File: src/rtl/pkt_traffic_gen_pkg.sv
// Shared types and constants for the packet traffic generator: FSM states,
// priority-mode encodings, default widths and the control-word layout.
package pkt_traffic_gen_pkg;

  typedef enum logic [1:0] {
    ST_IDLE    = 2'd0,
    ST_PAYLOAD = 2'd1,
    ST_GAP     = 2'd2,
    ST_DONE    = 2'd3
  } state_t;

  typedef enum logic [1:0] {
    PRIO_LO     = 2'd0,
    PRIO_HI     = 2'd1,
    PRIO_ALT    = 2'd2,
    PRIO_LO_ALT = 2'd3
  } prio_mode_t;

  localparam int DEF_DATA_W = 8;
  localparam int DEF_LEN_W  = 12;
  localparam int DEF_CTRL_W = 24;
  localparam int DEF_CNT_W  = 16;
  localparam int GAP_W      = 8;

  // Length field occupies ctrl_out[CTRL_LEN_LSB +: LEN_W]; all other bits are zero.
  localparam int CTRL_LEN_LSB = 0;

  // Priority of the first packet of a run for a given mode.
  function automatic logic first_prio(input prio_mode_t mode);
    return (mode == PRIO_HI) || (mode == PRIO_ALT);
  endfunction

endpackage

File: src/rtl/pkt_traffic_gen.sv
// Packet traffic generator: emits runs of fixed-length packets with optional
// inter-packet gaps, per-packet control words and selectable priority.
module pkt_traffic_gen
  import pkt_traffic_gen_pkg::*;
#(
  parameter int DATA_W = DEF_DATA_W,
  parameter int LEN_W  = DEF_LEN_W,
  parameter int CTRL_W = DEF_CTRL_W,
  parameter int CNT_W  = DEF_CNT_W
) (
  input  logic              clk_sys,
  input  logic              reset,
  input  logic              start,
  input  logic              stop,
  input  logic [LEN_W-1:0]  cfg_len,
  input  logic [CNT_W-1:0]  cfg_num_pkts,
  input  logic [7:0]        cfg_gap,
  input  logic [1:0]        cfg_prio_mode,
  input  logic              cfg_const_en,
  input  logic [DATA_W-1:0] cfg_const_val,
  input  logic              ready,
  output logic [DATA_W-1:0] data_out,
  output logic              data_valid,
  output logic [CTRL_W-1:0] ctrl_out,
  output logic              ctrl_valid,
  output logic              hi_priority,
  output logic              busy,
  output logic              done,
  output logic              err_len,
  output logic [CNT_W-1:0]  pkt_count
);

  // One down-counter serves as byte counter in PAYLOAD and gap timer in GAP.
  localparam int BC_W = (LEN_W > GAP_W) ? LEN_W : GAP_W;

  state_t            state_reg, state_next;
  logic [BC_W-1:0]   cnt_reg, cnt_next;
  logic [LEN_W-1:0]  len_reg, len_next;
  logic [CNT_W-1:0]  num_reg, num_next;
  logic [GAP_W-1:0]  gap_reg, gap_next;
  prio_mode_t        mode_reg, mode_next;
  logic              const_en_reg, const_en_next;
  logic [DATA_W-1:0] const_val_reg, const_val_next;
  logic [DATA_W-1:0] payload_reg, payload_next;
  logic              first_reg, first_next;
  logic              prio_reg, prio_next;
  logic              stop_reg, stop_next;
  logic              err_reg, err_next;
  logic [CNT_W-1:0]  pkt_count_reg, pkt_count_next;

  logic              running;
  logic              xfer;
  logic              last_beat;
  logic              run_end;
  logic [CNT_W-1:0]  pkt_count_inc;

  always_ff @(posedge clk_sys) begin
    if (reset) begin
      state_reg     <= ST_IDLE;
      cnt_reg       <= '0;
      len_reg       <= '0;
      num_reg       <= '0;
      gap_reg       <= '0;
      mode_reg      <= PRIO_LO;
      const_en_reg  <= 1'b0;
      const_val_reg <= '0;
      payload_reg   <= '0;
      first_reg     <= 1'b0;
      prio_reg      <= 1'b0;
      stop_reg      <= 1'b0;
      err_reg       <= 1'b0;
      pkt_count_reg <= '0;
    end else begin
      state_reg     <= state_next;
      cnt_reg       <= cnt_next;
      len_reg       <= len_next;
      num_reg       <= num_next;
      gap_reg       <= gap_next;
      mode_reg      <= mode_next;
      const_en_reg  <= const_en_next;
      const_val_reg <= const_val_next;
      payload_reg   <= payload_next;
      first_reg     <= first_next;
      prio_reg      <= prio_next;
      stop_reg      <= stop_next;
      err_reg       <= err_next;
      pkt_count_reg <= pkt_count_next;
    end
  end

  always_comb begin
    state_next     = state_reg;
    cnt_next       = cnt_reg;
    len_next       = len_reg;
    num_next       = num_reg;
    gap_next       = gap_reg;
    mode_next      = mode_reg;
    const_en_next  = const_en_reg;
    const_val_next = const_val_reg;
    payload_next   = payload_reg;
    first_next     = first_reg;
    prio_next      = prio_reg;
    err_next       = err_reg;
    pkt_count_next = pkt_count_reg;

    running       = (state_reg == ST_PAYLOAD) || (state_reg == ST_GAP);
    xfer          = (state_reg == ST_PAYLOAD) && ready;
    last_beat     = xfer && (cnt_reg == BC_W'(1));
    pkt_count_inc = pkt_count_reg + CNT_W'(1);
    stop_next     = stop_reg | (stop & running);
    // A stop on the final beat itself also ends the run at that boundary.
    run_end       = stop_reg || stop ||
                    ((num_reg != '0) && (pkt_count_inc == num_reg));

    unique case (state_reg)
      ST_IDLE, ST_DONE: begin
        if (start) begin
          if (cfg_len == '0) begin
            err_next   = 1'b1;
            state_next = ST_DONE;
          end else begin
            len_next       = cfg_len;
            num_next       = cfg_num_pkts;
            gap_next       = cfg_gap;
            mode_next      = prio_mode_t'(cfg_prio_mode);
            const_en_next  = cfg_const_en;
            const_val_next = cfg_const_val;
            prio_next      = first_prio(prio_mode_t'(cfg_prio_mode));
            pkt_count_next = '0;
            stop_next      = 1'b0;
            cnt_next       = BC_W'(cfg_len);
            first_next     = 1'b1;
            state_next     = ST_PAYLOAD;
          end
        end
      end

      ST_PAYLOAD: begin
        if (xfer) begin
          first_next = 1'b0;
          if (!const_en_reg) payload_next = payload_reg + DATA_W'(1);
          if (last_beat) begin
            pkt_count_next = (pkt_count_reg == '1) ? pkt_count_reg : pkt_count_inc;
            if (mode_reg == PRIO_ALT) prio_next = ~prio_reg;
            first_next = 1'b1;
            cnt_next   = BC_W'(len_reg);
            if (run_end) begin
              stop_next  = 1'b0;
              state_next = ST_DONE;
            end else if (gap_reg != '0) begin
              cnt_next   = BC_W'(gap_reg);
              state_next = ST_GAP;
            end
          end else begin
            cnt_next = cnt_reg - BC_W'(1);
          end
        end
      end

      ST_GAP: begin
        if (stop_reg || stop) begin
          stop_next  = 1'b0;
          state_next = ST_DONE;
        end else if (cnt_reg == BC_W'(1)) begin
          cnt_next   = BC_W'(len_reg);
          state_next = ST_PAYLOAD;
        end else begin
          cnt_next = cnt_reg - BC_W'(1);
        end
      end

      default: state_next = ST_IDLE;
    endcase
  end

  always_comb begin
    ctrl_out = '0;
    if ((state_reg == ST_PAYLOAD) && first_reg) begin
      ctrl_out[CTRL_LEN_LSB +: LEN_W] = len_reg;
    end
  end

  assign data_out    = const_en_reg ? const_val_reg : payload_reg;
  assign data_valid  = (state_reg == ST_PAYLOAD);
  assign ctrl_valid  = (state_reg == ST_PAYLOAD) && first_reg;
  assign hi_priority = prio_reg;
  assign busy        = (state_reg == ST_PAYLOAD) || (state_reg == ST_GAP);
  assign done        = (state_reg == ST_DONE);
  assign err_len     = err_reg;
  assign pkt_count   = pkt_count_reg;

endmodule

File: config.mk
export PLATFORM = sky130hd
export DESIGN_NAME = pkt_traffic_gen
export DESIGN_NICKNAME = d
export VERILOG_FILES = /design/src/rtl/pkt_traffic_gen_pkg.sv /design/src/rtl/pkt_traffic_gen.sv
export SDC_FILE = /design/constraint.sdc
export NUM_CORES = 1
export LEC_CHECK = 0
export CAP_MARGIN = 20
export CORE_MARGIN = 1.5
export CORE_UTILIZATION = 45
export DETAILED_ROUTE_END_ITERATION = 12
export PLACE_DENSITY = 0.78
export SLEW_MARGIN = 20
export SYNTH_ARGS = -nofsm -noshare
export SYNTH_HDL_FRONTEND = slang
export SYNTH_SLANG_ARGS = --single-unit
File: constraint.sdc
create_clock -name clk_sys -period 9 [get_ports clk_sys]
set_clock_uncertainty 0.15 [all_clocks]
set_input_delay 1.8 -clock clk_sys [delete_from_list [all_inputs] [get_ports clk_sys]]
set_output_delay 1.8 -clock clk_sys [all_outputs]
set_load 0.01 [all_outputs]
==> summary.txt, run 1 <==
Max_cap viols: 0
Pre-Repair DR Iteration Count: 7
Mux cell area share after synthesis: 0.02160
EDFF count, synth: 0
Initial antenna violation count: 0
# IOs: 106
Initial drt markers: 433
Hold path start: const_val_reg[4]
Multi-input combinational cell area: 0.003062 mm²
Critical path's most frequent cell: inv_1
Share of the synthesized area in the top cell type: 0.3494
Cell Area, Placed: 0.006005 mm²
VDD IR max: 0.1707 mV
CTS tree: yes
Worst min path class: flip-flop to flip-flop
Clock buffer depth: 2
Syn_area_per_cell: 7.379 µm²
Final setup vio count: 0
Worst-Margin Slew: 0.9275 ns
RSZ-0062 raised after global routing: false
R2R setup slack: 5.05 ns
Full die area: 0.01198 mm²
CTS clk-pin slew, worst paths: 0.07 ns
Crit path kind: flip-flop to primary output
Setup repair bufs after CTS: 0
Row count: 38
Total clock sinks: 89
Worst Setup SP: state_reg[0]
Crit path largest cell delay: 0.91 ns
Slowest cell on the critical path: ha_1
Synth Warn #: 0
Total Routed Length: 14790 µm
Final Instance Area: 0.006327 mm²
Vias in the first global route: 4766
Crit path cell chain: inv_1 > ha_1 > inv_1 > clkdlybuf4s50_1
# H-tree levels: 3
Leakage: 2.385 nW
Most used DFF post-synth: dfxtp_1
N_diodes: 0
DP HPWL: 10640 µm
# DRC: 0
# nets final: 814
Pwr/cell area: 274.4 mW/mm²
Cts hold-fix bufs: 0
Fmax achieved: 210.3 MHz
Number of vias per cell: 5.788
Final worst-path cycle share: 0.5283
Post-Synthesis Cells: 691
Post-synth top area cell: dfxtp_1
Vias: 5209
Gpl congestion: 0.9083
Placeable Area: 0.01094 mm²
Pin count of the biggest net entering global routing: 89
Setup TNS: 0 ns
XOR/XNOR Fraction of Synth Area: 0.07018
Compound-Gate Fraction of Synth Area: 0.1872
Startpoint Class: flip-flop
Hold Vio Cnt, Final: 0
Total CTS buffers: 9
Grt ovf: 0
Slew margin rel.: 0.3817
Post-DRT Antenna Nets: 0
Cell variety after synth: 59
Largest family of logic cells by synthesized area: simple AND/OR/NAND/NOR gates
Synth Area in Adders: 0.01718
Simple-Gate Fraction of Synth Area: 0.2940
FF+latch area: 0.001782 mm²
WL/cell: 16.43 µm
Final Critical Period: 4.755 ns
Register area share after synthesis: 0.3494
Asr flop ratio synth: 0
IO buf count: 93
Die Span X: 109.4 µm
CP endpoint kind: primary output
Root Driver: clkbuf_16
Crit path max fanout: 28
Top post-synthesis cells by area: dfxtp_1 35%, nand2_1 11%, a21oi_1 8.4%
Status: completed
Worst skew pair latency: 0.34 ns
Die Ht: 109.4 µm
Initial Util: 0.4662
Layout cells sized above 1: 0.05132
Max Slew Vio Count: 0
Fillers: 1038
Post_cts resized: 0
First-pass GRT wire length: 23220 µm
Register bit total from synthesis: 89
Worst reg2reg path startpoint: cnt_reg[2]
Global-route usage over all layers: 0.2482
Syn-to-layout area delta: 24.10%
WP data required: 7.05 ns
Arrival time at the worst endpoint: 2.80 ns
Cell area after synthesis: 0.005099 mm²
==> where the power goes <==
part	switching, mW	internal (mW)	leakage, nW
combinational	0.471	0.298	1.50
sequential	0.102	0.472	0.728
clock	0.161	0.232	0.154
==> layout make-up <==
type                    instances  share of cell area
flip-flops and latches         89              0.2816
multi-input cells             548              0.4839
well taps                     140             0.02768
inverters                      10            0.005932
repair buffers                 97              0.1511
clock buffers                  11             0.03994
clock inverters                 5            0.009887
==> synthesized netlist by cell type (all sizes together) (10+ instances only) <==
master and count:
nand3 24, clkbuf 37, inv 10, nor3 20, nor2 42, o21ai 25
xnor2 23, nand2 155, xor2 17, a21oi 87, nand4 10, buf 18
nor4 11, and3 22, dfxtp 89
==> worst paths after layout <==
check / end / depth (start not counted)
min: const_val_reg[4] / 2
min reg2reg: const_val_reg[4] / 2
max reg2reg: pkt_count[10] / 8
max: busy / 4
==> layer usage <==
layer / track usage / wire, µm
met1: 0.3365 / 6559
met2: 0.3811 / 6829
met3: 0.05750 / 1119
met4: 0.09740 / 281
met5: 0 / 0
==> metrics by stage <==
step	worst slack, ns	std cells	power (mW)	util	hold slack, ns
finish	4.245	900	1.736	0.5786	0.3056
global route	4.153	900	1.848	0.5786	0.3308
CTS	4.169	900	1.719	0.5779	0.3024
detailed placement	3.843	884	1.326	0.5491	0.2935
global placement	3.938	884	1.311	0.5491	0.2900
floorplan	5.304	702	1.119	-	0.2812
==> cells by family after synthesis <==
group           Yosys count
simple gates            319
compound gates          160
flops                    89
buf+inv                  65
xor+xnor                 40
mux                      10
fa+ha+maj                 7
other cells               1
==> worst max-delay path: cells and delay by family, from the launching register on <==
family,cells,cell delay [ns]
buf+inv,3,1.16
fa+ha+maj,1,0.91
flops,1,0.40
==> cell usage in the layout (no fill, tap or decap), types with 5 or more instances in the layout <==
| master | n |
|---|---|
| a211oi_1 | 5 |
| a21oi_1 | 86 |
| and3_1 | 22 |
| clkbuf_16 | 9 |
| clkdlybuf4s50_1 | 92 |
| conb_1 | 12 |
| dfxtp_1 | 89 |
| ha_1 | 7 |
| inv_1 | 10 |
| mux2_2 | 8 |
| nand2_1 | 155 |
| nand2b_1 | 7 |
| nand3_1 | 23 |
| nand4_1 | 10 |
| nor2_1 | 42 |
| nor2b_1 | 6 |
| nor3_1 | 19 |
| nor4_1 | 10 |
| o21ai_0 | 24 |
| o22ai_1 | 7 |
| or3_1 | 6 |
| xnor2_1 | 23 |
| xor2_1 | 16 |
Note: power is estimated with default switching activity, not from simulation.
==> run 2: changes to the inputs <==
==> constraint.sdc (replaced) <==
create_clock -name clk_sys -period 4.9 [get_ports clk_sys]
set_clock_uncertainty 0.15 [all_clocks]
set_input_delay 0.98 -clock clk_sys [delete_from_list [all_inputs] [get_ports clk_sys]]
set_output_delay 0.98 -clock clk_sys [all_outputs]
set_load 0.01 [all_outputs]
==> summary.txt, run 2 (same netlist as run 1, synthesis figures left out) <==
Status: completed
Number of vias per cell: 5.815 (+0.47%)
# IOs: 106 (unchanged)
Worst-Margin Slew: 0.7381 ns (-0.1894 ns)
Final worst-path cycle share: 0.7649
Placeable Area: 0.01094 mm² (unchanged)
Total Routed Length: 15080 µm (+1.9%)
Min-Delay Endpoint: mode_reg[1]
CP endpoint kind: flip-flop
Final Critical Period: 3.748 ns
Met3 GRT Util: 0.06758 (+0.01008)
Initial Util: 0.4662 (unchanged)
Pwr/cell area: 501.3 mW/mm² (+83%)
Grt met2 use: 0.3935 (+0.01242)
Die Ht: 109.4 µm (unchanged)
Worst skew pair latency: 0.34 ns (about the same)
R2R setup slack: 1.30 ns (-3.75 ns)
# H-tree levels: 3 (unchanged)
Final setup vio count: 0 (unchanged)
Setup repair bufs after CTS: 0 (unchanged)
Global routing usage on met1: 0.3495 (+0.01301)
Max Slew Vio Count: 0 (unchanged)
Full die area: 0.01198 mm² (unchanged)
Slew margin rel.: 0.5066 (+0.1249)
Hold WS: 0.3094 ns (+0.003864 ns)
CTS tree: yes
Pre-CTS WS: 0.4697 ns (-3.374 ns)
Initial drt markers: 373 (-14%)
Final core occ: 0.5787 (about the same)
Pre-Repair DR Iteration Count: 5 (-2)
Max_cap viols: 0 (unchanged)
Worst min path class: flip-flop to flip-flop
Vias in the first global route: 4846 (+1.7%)
WP data required: 5.02 ns (-2.03 ns)
Dpl cells: 886 (+0.23%)
Initial antenna violation count: 0 (unchanged)
Worst hold path stage count: 2 (unchanged)
Reg2Reg Depth: 9 (+1)
Final Instance Area: 0.006329 mm² (about the same)
Grt ovf: 0 (unchanged)
WL/cell: 16.71 µm (+1.7%)
Total CTS buffers: 9 (unchanged)
GR peak layer: met2
R2R Path End: cnt_reg[8]
Startpoint Class: input port
Global-route usage over all layers: 0.2555 (+0.007253)
Crit path kind: input port to flip-flop
First-pass GRT wire length: 23940 µm (+3.1%)
Die Span X: 109.4 µm (unchanged)
Vias: 5245 (+0.69%)
# DRC: 0 (unchanged)
Total clock sinks: 89 (unchanged)
Gpl congestion: 0.9417 (+3.7%)
Worst setup margin: 1.152 ns (-3.093 ns)
N_diodes: 0 (unchanged)
IO buf count: 93 (unchanged)
Root Driver: clkbuf_16
Post_cts resized: 0 (unchanged)
Clock buffer depth: 2 (unchanged)
Arrival time at the worst endpoint: 3.86 ns (+1.06 ns)
Hold path start: mode_reg[1]
Worst reg2reg path startpoint: pkt_count[0]
Crit path max fanout: 14 (-50%)
Syn-to-layout area delta: 24.12% (about the same)
Cell Area, Placed: 0.006020 mm² (+0.25%)
Fmax achieved: 266.8 MHz
Hold Vio Cnt, Final: 0 (unchanged)
Commonest non-fill, non-tap cell in the layout: nand2_1
VDD IR max: 0.2559 mV (+50%)
Leakage: 2.379 nW (-0.24%)
Pin count of the biggest net entering global routing: 55 (-38%)
CTS clk-pin slew, worst paths: 0.07 ns (about the same)
# nets final: 816 (+0.25%)
Cts hold-fix bufs: 0 (unchanged)
Layout cells sized above 1: 0.05512 (+0.003802)
Post-route insts no fill: 902 (+0.22%)
DP HPWL: 10870 µm (+2.2%)
RSZ-0062 raised after global routing: false
Total power draw: 3.173 mW (+83%)
Commonest cells after routing, fill and taps aside: 155 x nand2_1, 92 x clkdlybuf4s50_1, 89 x dfxtp_1, 86 x a21oi_1, 42 x nor2_1
Setup TNS: 0 ns (unchanged)
Row count: 38 (unchanged)
Post-DRT Antenna Nets: 0 (unchanged)
==> run 2: report_power, final <==
group          internal (mW)  leakage [nW]  switching (mW)  total (mW)
combinational          0.556          1.51           0.878        1.43
sequential             0.866         0.728           0.187        1.05
clock                  0.360         0.140           0.325       0.685
==> run 2: how the worst max path moves through the flow <==
| stage | startpoint | to | cells past startpoint |
|---|---|---|---|
| final | cfg_len[3] | pkt_count[10] | 9 |
| after floorplan | pkt_count[0] | state_reg[1] | 10 |
| after CTS | cfg_len[3] | pkt_count[10] | 9 |
| after global routing | cfg_len[3] | pkt_count[10] | 9 |
| after global placement | cfg_len[6] | pkt_count[10] | 9 |
| after detailed placement | cfg_len[3] | pkt_count[10] | 9 |
==> run 2: critical path, stage by stage <==
cell and delay (ns):
clkdlybuf4s50_1 0.53, nor4_1 0.08, nand3_1 0.22, a21o_1 0.22
o211ai_1 0.24, a41oi_2 0.61, nand2_1 0.40, or3_1 0.42
a21oi_1 0.15
==> run 2: routing by layer <==
metal	up-vias	wire length [µm]
met5	-	0
met1	2442	6467
met3	21	1478
met2	253	6926
met4	0	203
li1	2529	-
==> run 2: cell type report <==
type / instances / area [µm²]
fillers: 1018 / 4607
multi-input cells: 548 / 3064
flip-flops and latches: 89 / 1782
repair buffers: 99 / 970.9
clock buffers: 9 / 225.2
well taps: 140 / 175.2
clock inverters: 7 / 73.82
inverters: 10 / 37.54
==> run 3: changes to the inputs <==
--- a/config.mk
+++ b/config.mk
@@ -9,7 +9,7 @@
 export CORE_MARGIN = 1.5
 export CORE_UTILIZATION = 45
 export DETAILED_ROUTE_END_ITERATION = 12
-export PLACE_DENSITY = 0.78
+export PLACE_DENSITY = 0.8
 export SLEW_MARGIN = 20
 export SYNTH_ARGS = -nofsm -noshare
 export SYNTH_HDL_FRONTEND = slang
==> constraint.sdc (replaced) <==
create_clock -name clk_sys -period 3.05 [get_ports clk_sys]
set_clock_uncertainty 0.15 [all_clocks]
set_input_delay 0.61 -clock clk_sys [delete_from_list [all_inputs] [get_ports clk_sys]]
set_output_delay 0.61 -clock clk_sys [all_outputs]
set_load 0.01 [all_outputs]
==> summary.txt, run 3 (same netlist as run 1, synthesis figures left out) <==
Status: completed
Cell Area, Placed: 0.006240 mm² (+3.7%)
Placeable Area: 0.01094 mm² (unchanged)
Final Instance Area: 0.006641 mm² (+4.9%)
CP endpoint kind: flip-flop
Grt ovf: 0 (unchanged)
# nets final: 845 (+3.6%)
Crit path kind: flip-flop to flip-flop
Worst min path class: flip-flop to flip-flop
Sequential power share: 0.316 (-0.016)
Total Routed Length: 15580 µm (+3.4%)
Worst-Margin Slew: 0.5550 ns (-0.1831 ns)
Gpl congestion: 0.9451 (+0.36%)
Final core occ: 0.6073 (+0.02860)
# IOs: 106 (unchanged)
Initial drt markers: 450 (+21%)
# DRC: 0 (unchanged)
Vias: 5395 (+2.9%)
Initial Util: 0.4662 (unchanged)
Final worst-path cycle share: 0.9628
Row count: 38 (unchanged)
First-pass GRT wire length: 24760 µm (+3.4%)
Logic pwr share: 0.461 (+0.009)
Fillers: 946 (-7.1%)
IO buf count: 93 (unchanged)
Total CTS buffers: 9 (unchanged)
Cts hold-fix bufs: 0 (unchanged)
Slew margin rel.: 0.6269 (+0.1204)
Final Critical Period: 2.936 ns
Total power draw: 5.335 mW (+68%)
Syn-to-layout area delta: 30.26%
Total clock sinks: 89 (unchanged)
Root Driver: clkbuf_16
WL/cell: 16.74 µm (+0.15%)
Global-route usage over all layers: 0.2650 (+0.009457)
Fmax achieved: 340.5 MHz
# H-tree levels: 3 (unchanged)
WP data required: 3.15 ns (-1.87 ns)
Final setup vio count: 0 (unchanged)
Post-DRT Antenna Nets: 0 (unchanged)
Startpoint Class: flip-flop
Power share of the clock group: 0.223 (+0.007)
VDD IR max: 0.4317 mV (+69%)
Max_cap viols: 0 (unchanged)
Worst skew pair latency: 0.34 ns (about the same)
Pre-Repair DR Iteration Count: 5 (unchanged)
CTS tree: yes
Commonest cells after routing, fill and taps aside: 155 x nand2_1, 92 x clkdlybuf4s50_1, 86 x a21oi_1, 82 x dfxtp_1, 41 x nor2_1
Pwr/cell area: 803.3 mW/mm² (+60%)
Pint: 3.119 mW (+75%)
CTS clk-pin slew, worst paths: 0.06 ns (about the same)
Full die area: 0.01198 mm² (unchanged)
N_diodes: 0 (unchanged)
Hold path start: const_val_reg[5]
Die Span X: 109.4 µm (unchanged)
Initial antenna violation count: 0 (unchanged)
Max Slew Vio Count: 0 (unchanged)
Leakage: 2.555 nW (+7.4%)
Commonest non-fill, non-tap cell in the layout: nand2_1
Sw Share: 0.4155 (-0.02295)
Vias in the first global route: 5017 (+3.5%)
Layout cells sized above 1: 0.09987 (+0.04476)
Die Ht: 109.4 µm (unchanged)
Clock buffer depth: 2 (unchanged)
Hold Vio Cnt, Final: 0 (unchanged)
Worst reg2reg path startpoint: pkt_count[1]
Number of vias per cell: 5.795 (-0.34%)
Arrival time at the worst endpoint: 3.04 ns (-0.82 ns)
Switching pwr: 2.217 mW (+59%)
Pin count of the biggest net entering global routing: 51 (-7.3%)
DP HPWL: 11100 µm (+2.1%)
Crit path max fanout: 8 (-6)
Worst Setup SP: pkt_count[1]
-- run 3: changes by cell type in the layout (fill, tap and decap cells not counted), sizes merged --
cell      before  now
clkinvlp       2    0
buf            7   36
inv           13   10
bufinv         0    2
clkbuf         9   12
-- run 3: worst max-delay path: stages, from the launching register on --
cell and delay, ns:
dfxtp_4 0.39, ha_4 0.16, nand3_4 0.13, or2_4 0.27
xnor2_1 0.13, nor4_1 0.29, nand4b_1 0.19, o41a_1 0.54
a21boi_4 0.26, o211ai_1 0.11, a211oi_1 0.23
-- run 3: final timing paths --
path / endpoint / slack [ns] / cells past startpoint
worst max-delay path: cnt_reg[10] / 0.11 / 10
worst min-delay path: const_val_reg[5] / 0.31 / 2
worst max register to register: cnt_reg[10] / 0.11 / 10
worst min register to register: const_val_reg[5] / 0.31 / 2
-- run 3: final cells by class --
cell class,count,area [µm²],share of cell area
Timing Repair Buffer,128,1217,0.1833
Tap cell,140,175.2,0.02638
Inverter,10,37.54,0.005652
Clock inverter,4,77.57,0.01168
Sequential cell,89,1800,0.2711
Clock buffer,12,236.5,0.03561
Multi-Input combinational cell,548,3097,0.4663
-- run 3: stage by stage --
| step | worst slack, ns | instances | TNS (ns) | hold WS, ns |
|---|---|---|---|---|
| finish | 0.1136 | 931 | 0 | 0.3052 |
| global route | -0.008755 | 931 | -0.01237 | 0.3229 |
| CTS | 0.006015 | 928 | 0 | 0.3055 |
| detailed placement | -0.005838 | 912 | -0.005838 | 0.2969 |
| global placement | 0.03329 | 912 | 0 | 0.2916 |
| floorplan | 0.06464 | 702 | 0 | 0.2812 |
-- run 3: what timing repair did --
item | 4_1_cts | 5_1_grt
gates resized for setup | 1 | 22
endpoints found under the setup margin | 1 | 13
buffers inserted | 0 | 3
pin swaps | 0 | 9
-- run 3: metal layers --
metal / vias up / GRT usage / part of all wire
met3: 45 / 0.06283 / 0.092
li1: 2582 / - / -
met4: 0 / 0.09740 / 0.024
met5: - / 0 / 0
met1: 2480 / 0.3481 / 0.43
met2: 288 / 0.4219 / 0.46
-- run 3: power groups by stage --
stage | sequential, mW | combinational [mW] | clock (mW)
6_report | 1.69 | 2.46 | 1.19
5_1_grt | 1.72 | 2.72 | 1.24
4_1_cts | 1.68 | 2.40 | 1.20
3_5_place_dp | 1.70 | 2.38 | 0
3_3_place_gp | 1.69 | 2.33 | 0
2_1_floorplan | 1.61 | 1.70 | 0
